<file path="src/rtl/updown_counter8_core_if.sv">
`default_nettype none
// ============================================================================
// Module      : updown_counter8_core_if
// Description : Control/status bundle between a driver and updown_counter8_core.
// Revision    : 1.0 - initial release
// ============================================================================
interface updown_counter8_core_if #(
    parameter int WIDTH = 8
);
    logic             tick_in;
    logic             en;
    logic             up_dn;
    logic             load;
    logic [WIDTH-1:0] load_val;
    logic [WIDTH-1:0] count;
    logic             tc;
    logic             dir_o;

    modport master (
        output tick_in, en, up_dn, load, load_val,
        input  count, tc, dir_o
    );

    modport slave (
        input  tick_in, en, up_dn, load, load_val,
        output count, tc, dir_o
    );
endinterface
`default_nettype wire

</file>
<file path="src/rtl/updown_counter8_core.sv">
`default_nettype none
// ============================================================================
// Module      : updown_counter8_core
// Description : Up/down counter stepped by synchronized rising edges of tick_in,
//               with clamped load, wrap (or bounce with COUNT_BOUNCE_EN) and tc.
// Revision    : 1.0 - initial release
// ============================================================================
module updown_counter8_core #(
    parameter int WIDTH       = 8,
    parameter int MAX_VAL     = 255,
    parameter int MIN_VAL     = 0,
    parameter int SYNC_STAGES = 2
) (
    input  wire logic                  clk,
    input  wire logic                  rst,
    updown_counter8_core_if.slave      bus
);

    localparam logic [WIDTH-1:0] c_max = WIDTH'(MAX_VAL);
    localparam logic [WIDTH-1:0] c_min = WIDTH'(MIN_VAL);
    localparam logic [WIDTH-1:0] c_one = WIDTH'(1);
`ifdef COUNT_BOUNCE_EN
    localparam logic [WIDTH-1:0] c_up_limit_next = WIDTH'(MAX_VAL - 1);
    localparam logic [WIDTH-1:0] c_dn_limit_next = WIDTH'(MIN_VAL + 1);
`else
    localparam logic [WIDTH-1:0] c_up_limit_next = WIDTH'(MIN_VAL);
    localparam logic [WIDTH-1:0] c_dn_limit_next = WIDTH'(MAX_VAL);
`endif

    typedef enum logic [1:0] {
        S_IDLE = 2'd0,
        S_UP   = 2'd1,
        S_DOWN = 2'd2
    } state_t;

    state_t                 r_state;
    state_t                 w_state_nxt;
    logic [SYNC_STAGES-1:0] r_sync;
    logic                   r_sync_d;
    logic [WIDTH-1:0]       r_count;
    logic                   r_tc;
    logic                   r_dir;
    logic                   w_step;
    logic                   w_at_limit;
    logic [WIDTH-1:0]       w_load_lo;
    logic [WIDTH-1:0]       w_load_clamped;

    assign w_step     = r_sync[SYNC_STAGES-1] & ~r_sync_d;
    assign w_at_limit = ((r_state == S_UP)   && (r_count == c_max)) ||
                        ((r_state == S_DOWN) && (r_count == c_min));

    // Clamp comparisons only exist when a limit is narrower than the full range.
    generate
        if (MIN_VAL > 0) begin : g_min_clamp
            assign w_load_lo = (bus.load_val < c_min) ? c_min : bus.load_val;
        end else begin : g_min_pass
            assign w_load_lo = bus.load_val;
        end
        if (MAX_VAL < (2 ** WIDTH) - 1) begin : g_max_clamp
            assign w_load_clamped = (w_load_lo > c_max) ? c_max : w_load_lo;
        end else begin : g_max_pass
            assign w_load_clamped = w_load_lo;
        end
    endgenerate

    always_comb begin
        w_state_nxt = r_state;
`ifdef COUNT_BOUNCE_EN
        // Direction is latched on leaving idle; afterwards only the limits reverse it.
        case (r_state)
            S_IDLE: begin
                if (bus.en) w_state_nxt = bus.up_dn ? S_UP : S_DOWN;
            end
            default: begin
                if (!bus.en)
                    w_state_nxt = S_IDLE;
                else if (w_step && !bus.load && w_at_limit)
                    w_state_nxt = (r_state == S_UP) ? S_DOWN : S_UP;
            end
        endcase
`else
        if (!bus.en)
            w_state_nxt = S_IDLE;
        else
            w_state_nxt = bus.up_dn ? S_UP : S_DOWN;
`endif
    end

    always_ff @(posedge clk or posedge rst) begin
        if (rst) begin
            r_state  <= S_IDLE;
            r_sync   <= '0;
            r_sync_d <= 1'b0;
            r_count  <= c_min;
            r_tc     <= 1'b0;
            r_dir    <= 1'b1;
        end else begin
            r_sync   <= {r_sync[SYNC_STAGES-2:0], bus.tick_in};
            r_sync_d <= r_sync[SYNC_STAGES-1];
            r_state  <= w_state_nxt;
            r_tc     <= 1'b0;
            if (w_state_nxt == S_UP)
                r_dir <= 1'b1;
            else if (w_state_nxt == S_DOWN)
                r_dir <= 1'b0;

            // Steps act on the current state; a direction change applies to the next one.
            if (bus.load) begin
                r_count <= w_load_clamped;
            end else if (w_step && (r_state == S_UP)) begin
                if (r_count == c_max) begin
                    r_count <= c_up_limit_next;
                    r_tc    <= 1'b1;
                end else begin
                    r_count <= r_count + c_one;
                end
            end else if (w_step && (r_state == S_DOWN)) begin
                if (r_count == c_min) begin
                    r_count <= c_dn_limit_next;
                    r_tc    <= 1'b1;
                end else begin
                    r_count <= r_count - c_one;
                end
            end
        end
    end

    assign bus.count = r_count;
    assign bus.tc    = r_tc;
    assign bus.dir_o = r_dir;

endmodule
`default_nettype wire

</file>
<file path="src/flat_wrapper.sv">
// flat-port wrapper written by rule: the top's interface ports become plain ports
module updown_counter8_core_flat 
#(
    parameter int WIDTH       = 8,
    parameter int MAX_VAL     = 255,
    parameter int MIN_VAL     = 0,
    parameter int SYNC_STAGES = 2
)
  (clk, rst, bus_tick_in, bus_en, bus_up_dn, bus_load, bus_load_val, bus_count, bus_tc, bus_dir_o);
  updown_counter8_core_if #(.WIDTH(WIDTH)) bus_i ();
  input  wire logic clk;
  input  wire logic rst;
  input wire logic [$bits(bus_i.tick_in)-1:0] bus_tick_in;
  input wire logic [$bits(bus_i.en)-1:0] bus_en;
  input wire logic [$bits(bus_i.up_dn)-1:0] bus_up_dn;
  input wire logic [$bits(bus_i.load)-1:0] bus_load;
  input wire logic [$bits(bus_i.load_val)-1:0] bus_load_val;
  output wire logic [$bits(bus_i.count)-1:0] bus_count;
  output wire logic [$bits(bus_i.tc)-1:0] bus_tc;
  output wire logic [$bits(bus_i.dir_o)-1:0] bus_dir_o;
  assign bus_i.tick_in = bus_tick_in;
  assign bus_i.en = bus_en;
  assign bus_i.up_dn = bus_up_dn;
  assign bus_i.load = bus_load;
  assign bus_i.load_val = bus_load_val;
  assign bus_count = bus_i.count;
  assign bus_tc = bus_i.tc;
  assign bus_dir_o = bus_i.dir_o;
  updown_counter8_core #(.WIDTH(WIDTH), .MAX_VAL(MAX_VAL), .MIN_VAL(MIN_VAL), .SYNC_STAGES(SYNC_STAGES)) u_core (.clk(clk), .rst(rst), .bus(bus_i));
endmodule
</file>
<file path="config.mk">
export PLATFORM = sky130hd
export DESIGN_NAME = updown_counter8_core_flat
export DESIGN_NICKNAME = d
export VERILOG_FILES = /design/src/rtl/updown_counter8_core_if.sv /design/src/rtl/updown_counter8_core.sv /design/src/flat_wrapper.sv
export SDC_FILE = /design/constraint.sdc
export NUM_CORES = 1
export LEC_CHECK = 0
export ABC_AREA = 1
export BUFFER_PORTS_ARGS = -buffer_cell sky130_fd_sc_hd__buf_4
export CELL_PAD_IN_SITES_DETAIL_PLACEMENT = 0
export CELL_PAD_IN_SITES_GLOBAL_PLACEMENT = 1
export CORE_MARGIN = 8
export CORE_UTILIZATION = 40
export DETAILED_ROUTE_END_ITERATION = 8
export PLACE_DENSITY = 0.89
export SYNTH_ARGS = -nofsm -noshare
export SYNTH_HDL_FRONTEND = slang
export SYNTH_SLANG_ARGS = --single-unit
</file>
<file path="constraint.sdc">
create_clock -name clk -period 2.8 [get_ports clk]
set_clock_uncertainty 0.05 [all_clocks]
set_input_delay 0.14 -clock clk [delete_from_list [all_inputs] [get_ports clk]]
set_output_delay 0.14 -clock clk [all_outputs]
set_load 0.02 [all_outputs]
</file>
==> results.sh <==
export IMPL_status="finished, final reports clean"
export IMPL_stdcell_area_mm2=0.00134
export IMPL_period_share=0.612
export IMPL_n_antenna_cell=0
export IMPL_rsz0062_at_grt="false"
export IMPL_seqPwrFrac=0.423
export IMPL_cts_sinks=15
export IMPL_synth_top_area_share=0.320
export IMPL_syn_area_mm2=0.00109
export IMPL_path_class="reg -> reg"
export IMPL_slew_viol_final=0
export IMPL_vdd_drop_max_v=0.000327
export IMPL_slew_headroom=0.619
export IMPL_cts_tree="built"
export IMPL_cts_buffers=3
export IMPL_grt_pass1_wl_um=4370
export IMPL_drc=0
export IMPL_leakage_nw=0.717
export IMPL_overflow=0
export IMPL_dr_pass1_iters=4
export IMPL_hpwl_um=2170
export IMPL_synth_nets=176
export IMPL_vias=1044
export IMPL_r2r_end="u_core.bus.count[6]"
export IMPL_final_antenna_net_count=0
export IMPL_synth_warnings=0
export IMPL_wl_per_cell_um=12.6
export IMPL_nets=204
export IMPL_powerDensity_mw_per_mm2=511
export IMPL_clk_insertion_delay_late_ps=280
export IMPL_crit_path_max_incr_delay_ps=400
export IMPL_grt_max_degree=16
export IMPL_gp_congestion=0.873
export IMPL_worst_hold_path_endpoint="u_core.r_state[0]"
export IMPL_netlist_instances=159
export IMPL_power_switching_uw=283
export IMPL_std_cell_rows=19
export IMPL_placed_area_mm2=0.00127
export IMPL_drive_gt1_frac=0.226
export IMPL_critical_path_depth=7
export IMPL_crit_buf_inv=2
export IMPL_cts_hold_buffers_added=4
export IMPL_io_buffers=23
export IMPL_cp_top_family="simple AND/OR/NAND/NOR gates"
export IMPL_startpoint_type="flop"
export IMPL_slowest_stage="dfrtp_1"
export IMPL_cts_resized=0
export IMPL_io_pins=24
export IMPL_r2r_start="u_core.r_sync[1]"
export IMPL_ys_ff_latch=15
export IMPL_path_max_fanout=12
export IMPL_synth_distinct_cells=28
export IMPL_grt_pass1_vias=1012
export IMPL_h_tree_depth=1
export IMPL_fmax_ghz=0.584
export IMPL_die_area_mm2=0.00466
export IMPL_final_util=0.499
export IMPL_ys_seq_area_frac=0.344
export IMPL_via_per_inst=4.81
export IMPL_fin_setup_tns_ps=0
export IMPL_holdCritPathClass="in -> reg"
export IMPL_cts_root_buffer="clkbuf_4"
export IMPL_rrSetupSlack_ps=1090
export IMPL_synth_largest_area_cell="dfrtp_1"
export IMPL_cap_violations=0
export IMPL_combPwrFrac=0.394
export IMPL_holdPathStages=3
export IMPL_design_core_area_mm2=0.00269
export IMPL_antenna_found_initial=0
export IMPL_ff2ff_path_depth=7
export IMPL_first_iter_violations=48
export IMPL_p_int_uw=402
export IMPL_die_w_um=68.3
export IMPL_fin_crit_ps=1710
export IMPL_crit_path_end_kind="flop"
export IMPL_setup_viol=0
export IMPL_fillers=279
export IMPL_cts_buffer_depth=2
export IMPL_sw_frac_of_total=0.413
export IMPL_area_growth_pct=22.7
export IMPL_tightestPinTransition_ps=571
export IMPL_grt_usage=0.121
export IMPL_drt_total_wl_um=2740
export IMPL_critPathRequiredTime_ps=2980
export IMPL_path_clk_slew_ps=100
export IMPL_syn_avg_cell_area_um2=6.88
export IMPL_cpMostUsedCell="nand2_1"
export IMPL_cp_cell_sequence="inv_2 > nor2_2 > nand2_1 > nand3_1 > inv_1 > nand2_1 > nand2_1"
export IMPL_synthTopCellsByArea="dfrtp_1 (32%), nand2_1 (16%), nand3_1 (9.2%), inv_1 (6.2%), o21ai_0 (5.0%)"
export IMPL_hold_viol_final=0
export IMPL_worstPathArrival_ps=1890
export IMPL_start_util=0.407
export IMPL_post_cts_buffers=0
export IMPL_power_frac_clock=0.183
export IMPL_die_y_um=68.3
export IMPL_preCtsSetupSlack_ps=1120
export IMPL_min_from="bus_en"
export IMPL_setup_ws_ps=1090
-- flip-flops by register name, summed over array words and instances, names as in the netlist --
name / count
u_core.r_sync: 2
u_core.r_state: 2
u_core.bus.dir_o: 1
u_core.r_sync_d: 1
u_core.bus.count: 8
u_core.bus.tc: 1
-- placed cells by master, fill, tap and decap left out, types with 3 or more instances in the layout --
| master | n |
|---|---|
| nor2_1 | 12 |
| inv_2 | 3 |
| nand2_1 | 48 |
| dfrtp_1 | 14 |
| o21ai_0 | 11 |
| xor2_1 | 4 |
| nor2_2 | 3 |
| nand3_1 | 20 |
| clkbuf_4 | 3 |
| inv_1 | 18 |
| dlygate4sd3_1 | 4 |
| buf_4 | 23 |
| ha_1 | 3 |
-- cell type report --
type                    instances  area (um2)  share of cell area
multi-input cells             117         589               0.439
flip-flops and latches         15         377               0.281
repair buffers                 27         213               0.159
inverters                      23        93.8              0.0700
well taps                      31        38.8              0.0289
clock buffers                   3        22.5              0.0168
clock inverters                 1        7.51             0.00560
-- per-layer routing --
metal / vias to the layer above / routed length (um) / track usage
met5: - / 0 / 0
met4: 0 / 26 / 0.0358
met1: 473 / 1190 / 0.126
met3: 4 / 84 / 0.0278
met2: 12 / 1450 / 0.233
li1: 555 / - / -
-- per-stage QoR --
step | hold slack, ps | power, mW | instances
CTS | 13.9 | 0.691 | 217
global placement | 175 | 0.559 | 209
global route | 23.6 | 0.728 | 217
floorplan | -9.24 | 0.476 | 159
finish | 15.2 | 0.685 | 217
detailed placement | 184 | 0.559 | 209
-- power groups by stage --
stage	Clock, mW	Sequential [mW]	Combinational, mW
after floorplan	0	0.299	0.176
after global placement	0	0.293	0.266
after detailed placement	0	0.293	0.265
after CTS	0.130	0.289	0.271
after global routing	0.136	0.293	0.299
final	0.125	0.290	0.270
-- synthesized netlist by cell type --
cell,number
o22ai_1,1
a21oi_1,2
xor2_1,4
inv_2,3
a21oi_2,1
nand4_1,2
inv_4,1
a21o_1,1
ha_1,3
dfstp_2,1
nand2_4,1
clkinv_4,1
o21ai_1,1
o21ai_0,11
nand3_2,1
nand2_1,48
nor2_1,12
nor2_4,2
clkbuf_1,1
nand2_2,1
nand3_1,20
dfrtp_1,14
o211ai_1,1
nor2_2,3
buf_6,2
inv_1,18
buf_4,1
nor3_1,2
-- how the worst max path moves through the flow --
stage                              startpoint  slack (ps)             endpoint
after CTS                    u_core.r_sync[1]        1090  u_core.bus.count[7]
after global routing        u_core.r_state[0]         930  u_core.bus.count[7]
after global placement       u_core.r_sync[1]        1170  u_core.bus.count[0]
final                        u_core.r_sync[1]        1090  u_core.bus.count[6]
after detailed placement     u_core.r_sync[1]        1120  u_core.bus.count[6]
after floorplan           u_core.bus.count[0]        1320  u_core.bus.count[4]
-- cell families (layout without fill, tap and decap cells) --
group	after synthesis	count (layout)	share of synthesized area
compound gates	18	18	0.0915
buf+inv	27	54	0.117
simple gates	92	92	0.381
xor+xnor	4	4	0.0320
fa+ha+maj	3	3	0.0343
flops	15	15	0.344
-- worst register-to-register path, delay by kind of cell (launching register included) --
kind | cells | cell delay (ps)
flip-flops | 1 | 400
buffers and inverters | 2 | 350
AND/OR/NAND/NOR | 5 | 860
No activity file was read; power rests on OpenSTA's default activity.
